<file path="config.mk">
export PLATFORM = sky130hd
export DESIGN_NAME = alu16_rr_arbiter
export DESIGN_NICKNAME = d
export VERILOG_FILES = /design/src/rtl/alu16_rr_arbiter.sv
export SDC_FILE = /design/constraint.sdc
export NUM_CORES = 1
export LEC_CHECK = 0
export ABC_AREA = 1
export CORE_MARGIN = 1.5
export CORE_UTILIZATION = 45
export DETAILED_ROUTE_END_ITERATION = 16
export GPL_ROUTABILITY_DRIVEN = 1
export PLACE_DENSITY = 0.77
export SYNTH_ARGS = -nofsm -noshare
export SYNTH_HDL_FRONTEND = slang
export SYNTH_SLANG_ARGS = --single-unit
</file>
<file path="constraint.sdc">
create_clock -name clk -period 5.8 [get_ports clk]
set_clock_uncertainty 0.2 [all_clocks]
set_input_delay 1.45 -clock clk [delete_from_list [all_inputs] [get_ports clk]]
set_output_delay 1.45 -clock clk [all_outputs]
set_load 0.03 [all_outputs]
</file>
<file path="src/rtl/alu16_rr_arbiter.sv">
// Two-requester round-robin front end for one shared alu16, with a single
// registered result slot routed back to the requester that issued the op.

module alu16 #(
   parameter int DATA_W = 16
) (
   input  logic signed [DATA_W-1:0] a,
   input  logic signed [DATA_W-1:0] b,
   input  logic        [2:0]        op,
   output logic signed [DATA_W-1:0] z
);
   localparam logic signed [DATA_W-1:0] ONE = 1;

   always_comb begin
      z = '0;
      case (op)
         3'b000: z = a | b;
         3'b001: z = a & b;
         3'b010: z = a ^ b;
         3'b011: z = ~(a & b);
         3'b100: z = b;
         3'b101: z = a + ONE;
         3'b110: z = a + b;
         3'b111: z = a - b;
         default: z = '0;
      endcase
   end
endmodule

module alu16_rr_arbiter #(
   parameter logic RR_INIT = 1'b0,
   parameter int   DATA_W  = 16
) (
   input  logic                     clk,
   input  logic                     rst,
   input  logic                     s0_valid,
   output logic                     s0_ready,
   input  logic signed [DATA_W-1:0] s0_a,
   input  logic signed [DATA_W-1:0] s0_b,
   input  logic        [2:0]        s0_op,
   input  logic                     s1_valid,
   output logic                     s1_ready,
   input  logic signed [DATA_W-1:0] s1_a,
   input  logic signed [DATA_W-1:0] s1_b,
   input  logic        [2:0]        s1_op,
   output logic                     r0_valid,
   input  logic                     r0_ready,
   output logic        [DATA_W-1:0] r0_z,
   output logic                     r1_valid,
   input  logic                     r1_ready,
   output logic        [DATA_W-1:0] r1_z,
   output logic                     busy,
   output logic        [15:0]       cnt0,
   output logic        [15:0]       cnt1
);
   logic                     vld_p1;
   logic                     owner_p1;
   logic signed [DATA_W-1:0] z_p1;
   logic                     rr_ptr;
   logic                     drain;
   logic                     slot_free;
   logic                     gnt;
   logic signed [DATA_W-1:0] alu_a;
   logic signed [DATA_W-1:0] alu_b;
   logic        [2:0]        alu_op;
   logic signed [DATA_W-1:0] alu_z;

   assign drain     = vld_p1 & (owner_p1 ? r1_ready : r0_ready);
   assign slot_free = !vld_p1 | drain;

   // rr_ptr only breaks ties; a lone requester always wins
   assign gnt      = (s0_valid & s1_valid) ? rr_ptr : s1_valid;
   assign s0_ready = !rst & slot_free & s0_valid & !gnt;
   assign s1_ready = !rst & slot_free & s1_valid & gnt;

   assign alu_a  = gnt ? s1_a  : s0_a;
   assign alu_b  = gnt ? s1_b  : s0_b;
   assign alu_op = gnt ? s1_op : s0_op;

   alu16 #(.DATA_W(DATA_W)) u_alu (
      .a  (alu_a),
      .b  (alu_b),
      .op (alu_op),
      .z  (alu_z)
   );

   // p0 -> p1: accepted command becomes the registered result slot
   always_ff @(posedge clk) begin
      if (rst) begin
         vld_p1   <= 1'b0;
         owner_p1 <= 1'b0;
         z_p1     <= '0;
         rr_ptr   <= RR_INIT;
         cnt0     <= 16'd0;
         cnt1     <= 16'd0;
      end else begin
         if (s0_ready | s1_ready) begin
            z_p1     <= alu_z;
            owner_p1 <= gnt;
            vld_p1   <= 1'b1;
            rr_ptr   <= ~gnt;
         end else if (drain) begin
            vld_p1 <= 1'b0;
         end
         if (drain & !owner_p1) cnt0 <= cnt0 + 16'd1;
         if (drain &  owner_p1) cnt1 <= cnt1 + 16'd1;
      end
   end

   assign r0_valid = vld_p1 & !owner_p1;
   assign r1_valid = vld_p1 &  owner_p1;
   assign r0_z     = r0_valid ? z_p1 : '0;
   assign r1_z     = r1_valid ? z_p1 : '0;
   assign busy     = vld_p1;
endmodule

</file>
== Word level (Yosys, flattened, before mapping) ==
Index checks and enable logic that the tools add are counted.

* Bits in registers: 51
* Input bits: 76
* Output and inout bits: 69
* Word-level logic and storage cells: 52

* Add/subtract/negate cells: 5
* Eq/ne operators: 7
* Mux-type cells: 10
* Bitwise logic cells: 18
* Reduce and logical (&&, ||, !) cells: 6

{| class="wikitable"
|+ Operator list
! operator !! count
|-
| $pmux W16 S8 || 1
|-
| $mux W16 || 4
|-
| $add A16 B1 Y16 const B || 2
|-
| $add A16 B16 Y16 || 1
|-
| $add A16 B2 Y16 const B || 1
|-
| $and A16 B16 Y16 || 1
|-
| $not A16 Y16 || 1
|-
| $or A16 B16 Y16 || 1
|-
| $sub A16 B16 Y16 || 1
|-
| $xor A16 B16 Y16 || 1
|-
| $eq A3 B3 Y1 const B || 4
|-
| $and A1 B1 Y1 || 11
|-
| $eq A3 B2 Y1 const B || 2
|-
| $logic_not A1 Y1 || 4
|-
| $mux W1 || 4
|-
| $eq A3 B1 Y1 const B || 1
|-
| $logic_not A3 Y1 || 1
|-
| $mux W3 || 1
|-
| $or A1 B1 Y1 || 2
|-
| $reduce_bool A2 Y1 || 1
|-
| $not A1 Y1 || 1
|}

== Depth between registers and ports, before layout ==
Gate-level depths: netlist of run 1.

* Depth in word-level cells: 8
* Gate-level depth with buffers: 30
* Mapped depth without buffers: 29

== Modules after synthesis ==
Synthesis of run 1 repeated with hierarchy kept, for this count alone.

* Cells, all modules: 918
* Area total of the unflattened synthesis: 5345.1 um2

{| class="wikitable"
|+ By module, submodules not included
! module !! instances !! cells each !! area each (um2) !! seq. area each (um2)
|-
| alu16_rr_arbiter || 1 || 511 || 2997.9 || 1021.0
|-
| alu16 || 1 || 407 || 2347.3 || 0.0
|}

== Least setup slack after synthesis of run 1 ==
OpenSTA, ideal clock, no wires.

* Kind: input port to flip-flop
* From: input port s0_valid
* To: register z_p1[10]
* Setup time: 128 ps
* Arrival time: 4296 ps
* Required time: 5472 ps
* Slack: 1175 ps
* Cell stages on the path: 22
* Buffers on the path: 2
* Cells stage by stage: nand2_2 > nand2_2 > buf_2 > nand2_1 > o21ai_2 > inv_2 > nor2_1 > clkbuf_1 > nand2_1 > ha_1 > fa_1 > inv_1 > nand3_1 > nand2_1 > nand2_1 > a31oi_1 > a21oi_1 > or2_2 > nand3_1 > o2111ai_1 > nor2_1 > a21oi_1

* Longest elaborated chain between the ends: 6
* Elaborated cells between the ends (all ways): 26
* Classes of those cells: add/sub (3); eq/ne (7); mux (5); bitwise (9); reduce/logical (2)

{| class="wikitable"
|+ Ends and longest elaborated chain
! element !! RTL line !! RTL
|-
| from (decl) || 36 || <nowiki>input logic s0_valid,</nowiki>
|-
| branches (longest 6 deep; another with $sub A16 B16 Y16) || -- ||
|-
| to (signal assigned) || 98 || <nowiki>z_p1 <= alu_z;</nowiki>
|-
| to (decl) || 58 || <nowiki>logic signed [DATA_W-1:0] z_p1;</nowiki>
|}

Several ways; the timed one is not identified.
A chain may end at the register's enable or synchronous reset.

== Worst setup path in the final report of run 1 ==
* From: input port s0_valid
* To: register z_p1[15]

Same word-level chain as after synthesis.

==> reports/qor.yml, run 1 <==
status: "complete, no violations"
fmax_mhz: 193
io_pins: 145
dr.pass1.iters: 5
p_per_area_nw_per_um2: 165
syn_area_sq_um: 4940
synth_cell_types: 47
die_h_um: 108
cp_max_fo: 16
cts_resized: 0
die_area_sq_um: 11600
core_area_sq_um: 10800
cts.path.max_buffers: 2
ir_drop_mv: 0.112
setup-violations-final: 0
grt_pass1_vias: 4829
drive_gt1_frac: 0.0754
numCtsBuffers: 5
min_path_cells: 2
synthesis.nets: 917
clk_pin_slew_worst_paths_ps: 90
crit_arrival_ps: 5140
antenna_cells: 0
hold_buffers: 0
critPathLaunchType: "primary input"
fillerInstances: 1048
nNetsFinal: 1053
drv_slew: 0
fin_cells: 1068
cp-startpoint: "s0_valid"
initial_utilization: 0.458
multiInputGateArea_sq_um: 3340
worstHoldEndpoint: "owner_p1"
rows: 38
timing.rr.start: "rr_ptr"
synth_ff_type: "dfxtp_1"
grt_max_degree: 34
clk_latency_ps: 300
fin_tns_setup_ps: 0
grt_pass1_wl_mm: 22.6
synth-seq-cells: 51
period_needed_ps: 5170
num_vias: 5560
regArea_sq_um: 1020
regToRegSetupSlack_ps: 1840
max_cap_viol_count: 0
synth_edf_count: 0
place_congestion: 0.950
yosysWarnings: 0
tightest_slew_ps: 868
fp.dieW_um: 108
vias_per_cell: 5.21
ant_nets: 0
leakage_nw: 2.84
root_buffer: "clkbuf_8"
synth_top_cell_by_area: "dfxtp_1"
synthTopCellsByArea: "dfxtp_1, ha_1, nand2_1"
syn_avg_cell_area_sq_um: 6.25
period_share: 0.892
grt_usage: 0.237
drtIter0Drc: 336
synth.most_common_cell: "nand2_1"
numPortBuffers: 144
cts_post_setup_buffers_inserted: 0
dp_hpwl_mm: 11.1
required_ps: 5760
ys_async_sr_fraction: 0
rr_endpoint: "z_p1[15]"
grt.overflow.total: 0
area.growth.synth_to_final_pct: 34.2
cts_tree: "done"
timing_worst_setup_path_type: "primary input to flop"
synth-seq-area-share: 0.207
synth_cells: 791
drc_errors: 0
reg2reg_depth: 28
hold_path.class: "flop to flop"
wirelength_mm: 13.6
hold_violations: 0
numClockSinks: 51
dp_cells: 1060
wire_per_inst_um: 12.7
hold_path_startpoint: "owner_p1"
grt_antenna_before_repair: 0
rsz0062_at_grt: "false"
relSlewSlack: 0.421
synth.top_cell.area_share: 0.207
synth_common_cells: "nand2_1, inv_1, nor2_1"
crit_path_end_kind: "flop"
htree_levels: 2
registers in the layout, summed over array words and instances, names as in the netlist:
name,cells
busy,1
z_p1,16
owner_p1,1
cnt1,16
rr_ptr,1
cnt0,16
through the flow:
stage | total power (W) | hold WS [ps] | util | worst slack [ps] | cell area [sq um]
2_1_floorplan | 0.000700 | 257 | - | 1180 | 4940
3_3_place_gp | 0.000847 | 271 | 0.604 | 442 | 6520
3_5_place_dp | 0.000851 | 281 | 0.604 | 367 | 6520
4_1_cts | 0.00110 | 303 | 0.615 | 636 | 6640
5_1_grt | 0.00118 | 322 | 0.615 | 224 | 6640
6_report | 0.00110 | 296 | 0.615 | 627 | 6640
worst max-delay path, cell delays in order:
cell	delay (ps)
clkdlybuf4s50_1	430
nand2_2	130
nand2_2	210
nand2_1	120
nand2_1	170
nor2_1	190
nand2_1	80
nor2_2	120
inv_2	70
nor2_4	100
nand2_2	90
nor2_4	100
inv_2	50
o21ai_2	140
o21ai_1	110
o21a_1	180
ha_1	320
inv_1	80
o21ai_0	160
inv_1	80
o311ai_0	270
a21oi_1	110
inv_1	70
nand3_1	70
nand3_1	80
nand2_1	50
nand2_1	60
a21oi_1	50
routing by layer:
metal	up-vias	wire, um	part of all wire	global-route usage
li1	2907	-	-	-
met1	2440	6440	0.48	0.317
met2	196	6030	0.44	0.414
met3	17	889	0.066	0.0200
met4	0	194	0.014	0.0517
met5	-	0	0	0
cells by family (layout without fill, tap and decap cells):
group	count (synthesis)	count (layout)	share of synthesized area
DFF	51	51	0.207
AOI/OAI and AO/OA	207	207	0.240
xor gates and xnor gates	5	5	0.00886
buffers and inverters	150	287	0.118
adders and majority gates	50	50	0.128
and+or+nand+nor	328	328	0.299
final cells by class:
| class | count | share of cell area |
|---|---|---|
| multi-input cells | 590 | 0.503 |
| repair buffers | 153 | 0.227 |
| flip-flops and latches | 51 | 0.154 |
| inverters | 126 | 0.0713 |
| well taps | 140 | 0.0264 |
| clock buffers | 6 | 0.0124 |
| clock inverters | 2 | 0.00528 |
cell usage in the layout (no fill, tap or decap), types with 2 or more instances in the layout:
cell type / count
nor2_2: 3
nor2_4: 2
o31ai_1: 2
o21ai_0: 70
o211ai_1: 8
inv_2: 13
dfxtp_1: 51
o22ai_1: 4
o21ai_4: 2
nand3_2: 2
a31oi_1: 7
nor4_1: 3
o2111ai_1: 3
a311oi_1: 3
nand2_2: 7
xor2_1: 4
a211oi_1: 8
nor3_1: 23
nor2_1: 88
clkdlybuf4s50_1: 144
nand4_1: 6
nand3b_1: 3
nand2_1: 126
buf_4: 9
nand3_1: 37
inv_1: 113
o21ai_2: 3
clkbuf_8: 6
nor3b_1: 4
or2_2: 19
o21ai_1: 7
o21a_1: 4
a21oi_1: 80
ha_1: 49
a2111oi_0: 2
worst max path at each step:
stage	endpoint	slack [ps]
after floorplan	z_p1[10]	1180
after global placement	z_p1[15]	440
after detailed placement	z_p1[15]	370
after CTS	s0_ready	640
after global routing	z_p1[14]	220
final	z_p1[15]	630
power breakdown:
group / internal (W) / total, W / leakage (nW) / switching [W]
Clock: 0.000140 / 0.000249 / 0.0612 / 0.000110
Sequential: 0.000366 / 0.000373 / 0.415 / 0.00000733
Combinational: 0.000191 / 0.000475 / 2.36 / 0.000283
Power figures use the tool's default switching activity.
==> run 2, diff against run 1 <==
- CORE_UTILIZATION: 45 -> 44
- PLACE_DENSITY: 0.77 -> 0.78
- clock period: 5.8 -> 4.6 ns (I/O delays scaled with it)
==> reports/qor.yml, run 2 (synthesized netlist as in run 1, its figures left out) <==
die_area_sq_um: 11900
period_share: 0.924
area.growth.synth_to_final_pct: 49.8
place_congestion: 0.910
clkPwrFrac: 0.207
initial_utilization: 0.454
wire_per_inst_um: 12.9
fin_cells: 1161
hold_path.class: "flop to flop"
fin_tns_setup_ps: 0
max_cap_viol_count: 0
status: "complete, no violations"
clk_pin_slew_worst_paths_ps: 90
detailedPlace.worstSlack_ps: -375
setup_slack_ps: 347
fin_util: 0.680
numPortBuffers: 144
numCtsBuffers: 5
rsz0062_at_grt: "false"
mostFrequentLayoutCell: "clkdlybuf4s50_1"
cp_max_fo: 3
grt_usage: 0.253
switching_share: 0.358
required_ps: 4570
seqPwrFrac: 0.307
grt_pass1_wl_mm: 24.3
hold_buffers: 0
setup-violations-final: 0
fp.dieW_um: 109
p_comb_frac: 0.486
crit_path_end_kind: "flop"
antenna_cells: 0
final_cell_mix: "clkdlybuf4s50_1, nand2_1, inv_1"
ant_nets: 0
dp_hpwl_mm: 12.1
drtIter0Drc: 348
drv_slew: 0
grt_max_degree: 34
nNetsFinal: 1146
fin_total_pwr_w: 0.00154
grt_antenna_before_repair: 0
critPathLaunchType: "primary input"
fmax_mhz: 235
io_pins: 145
vias_per_cell: 5.08
wirelength_mm: 15.0
grt_pass1_vias: 5365
relSlewSlack: 0.408
cts_tree: "done"
drive_gt1_frac: 0.176
drc_errors: 0
crit_arrival_ps: 4220
numClockSinks: 51
p_per_area_nw_per_um2: 207
grt.overflow.total: 0
hold_violations: 0
tightest_slew_ps: 887
timing_worst_setup_path_type: "primary input to flop"
htree_levels: 2
leakage_nw: 3.33
period_needed_ps: 4250
p_sw_w: 0.000550
root_buffer: "clkbuf_8"
cts.path.max_buffers: 2
p_int_w: 0.000985
ir_drop_mv: 0.166
clk_latency_ps: 300
dp_cells: 1150
reg_top3: "cnt0 x16, cnt1 x16, z_p1 x16"
die_h_um: 109
core_area_sq_um: 10900
num_vias: 5900
dr.pass1.iters: 5
rows: 38
==> run 2: cell count changes in the layout (fill, tap and decap cells not counted), moves of 4 or more <==
cell and delta:
buf_4 +94, a21oi_1 -5, clkdlybuf4s50_1 -4, a21oi_2 +5
==> run 2: critical path, stage by stage <==
cell	delay, ps
clkdlybuf4s50_1	410
nand3b_1	170
nand2_1	100
nand3_2	90
nor2_2	130
inv_2	70
nor2_4	90
nand2_2	80
nor2_4	100
inv_2	60
o21ai_2	180
o21ai_2	90
o21a_1	180
ha_1	300
inv_1	60
o21ai_0	180
inv_1	90
o311ai_1	230
a21oi_1	90
inv_1	60
nand3_1	60
nand3_1	80
nand2_1	50
nand2_1	70
a21oi_1	50
==> run 2: repair_timing <==
action                                 in CTS  in global routing
setup buffers                               0                  3
gates cloned                                0                  0
setup endpoints to repair                   3                 10
gates resized for setup                     3                 19
pin swaps                                   0                  5
endpoints found under the hold margin       0                  0
==> run 2: power groups by stage <==
stage / sequential [W] / combinational, W / clock [W]
floorplan: 0.000483 / 0.000399 / 0
CTS: 0.000471 / 0.000725 / 0.000325
detailed placement: 0.000481 / 0.000720 / 0
global placement: 0.000480 / 0.000708 / 0
finish: 0.000471 / 0.000746 / 0.000319
global route: 0.000474 / 0.000835 / 0.000344
==> run 2: final timing paths <==
path	start	endpoint	slack [ps]	cells after the start
worst min register to register	owner_p1	owner_p1	300	2
worst min-delay path	owner_p1	owner_p1	300	2
worst max register to register	rr_ptr	z_p1[15]	960	27
worst max-delay path	s1_b[0]	z_p1[15]	350	25
==> run 2: through the flow <==
stage | cell area (sq um) | hold slack [ps]
final | 7410 | 303
after global routing | 7410 | 328
after CTS | 7320 | 305
after detailed placement | 7190 | 286
after global placement | 7190 | 270
after floorplan | 4940 | 257
==> run 2: area by class of cell <==
| class | instances | area (sq um) |
|---|---|---|
| clock buffers | 6 | 82.6 |
| clock inverters | 2 | 35.0 |
| fillers | 973 | 3480 |
| inverters | 126 | 473 |
| multi-input cells | 590 | 3410 |
| flip-flops and latches | 51 | 1020 |
| well taps | 140 | 175 |
| repair buffers | 246 | 2210 |
==> run 2: layer usage <==
metal	GRT usage	routed length, um	vias up
li1	-	-	3091
met1	0.330	6810	2610
met2	0.450	7190	181
met3	0.0197	783	18
met4	0.0602	184	0
met5	0	0	-
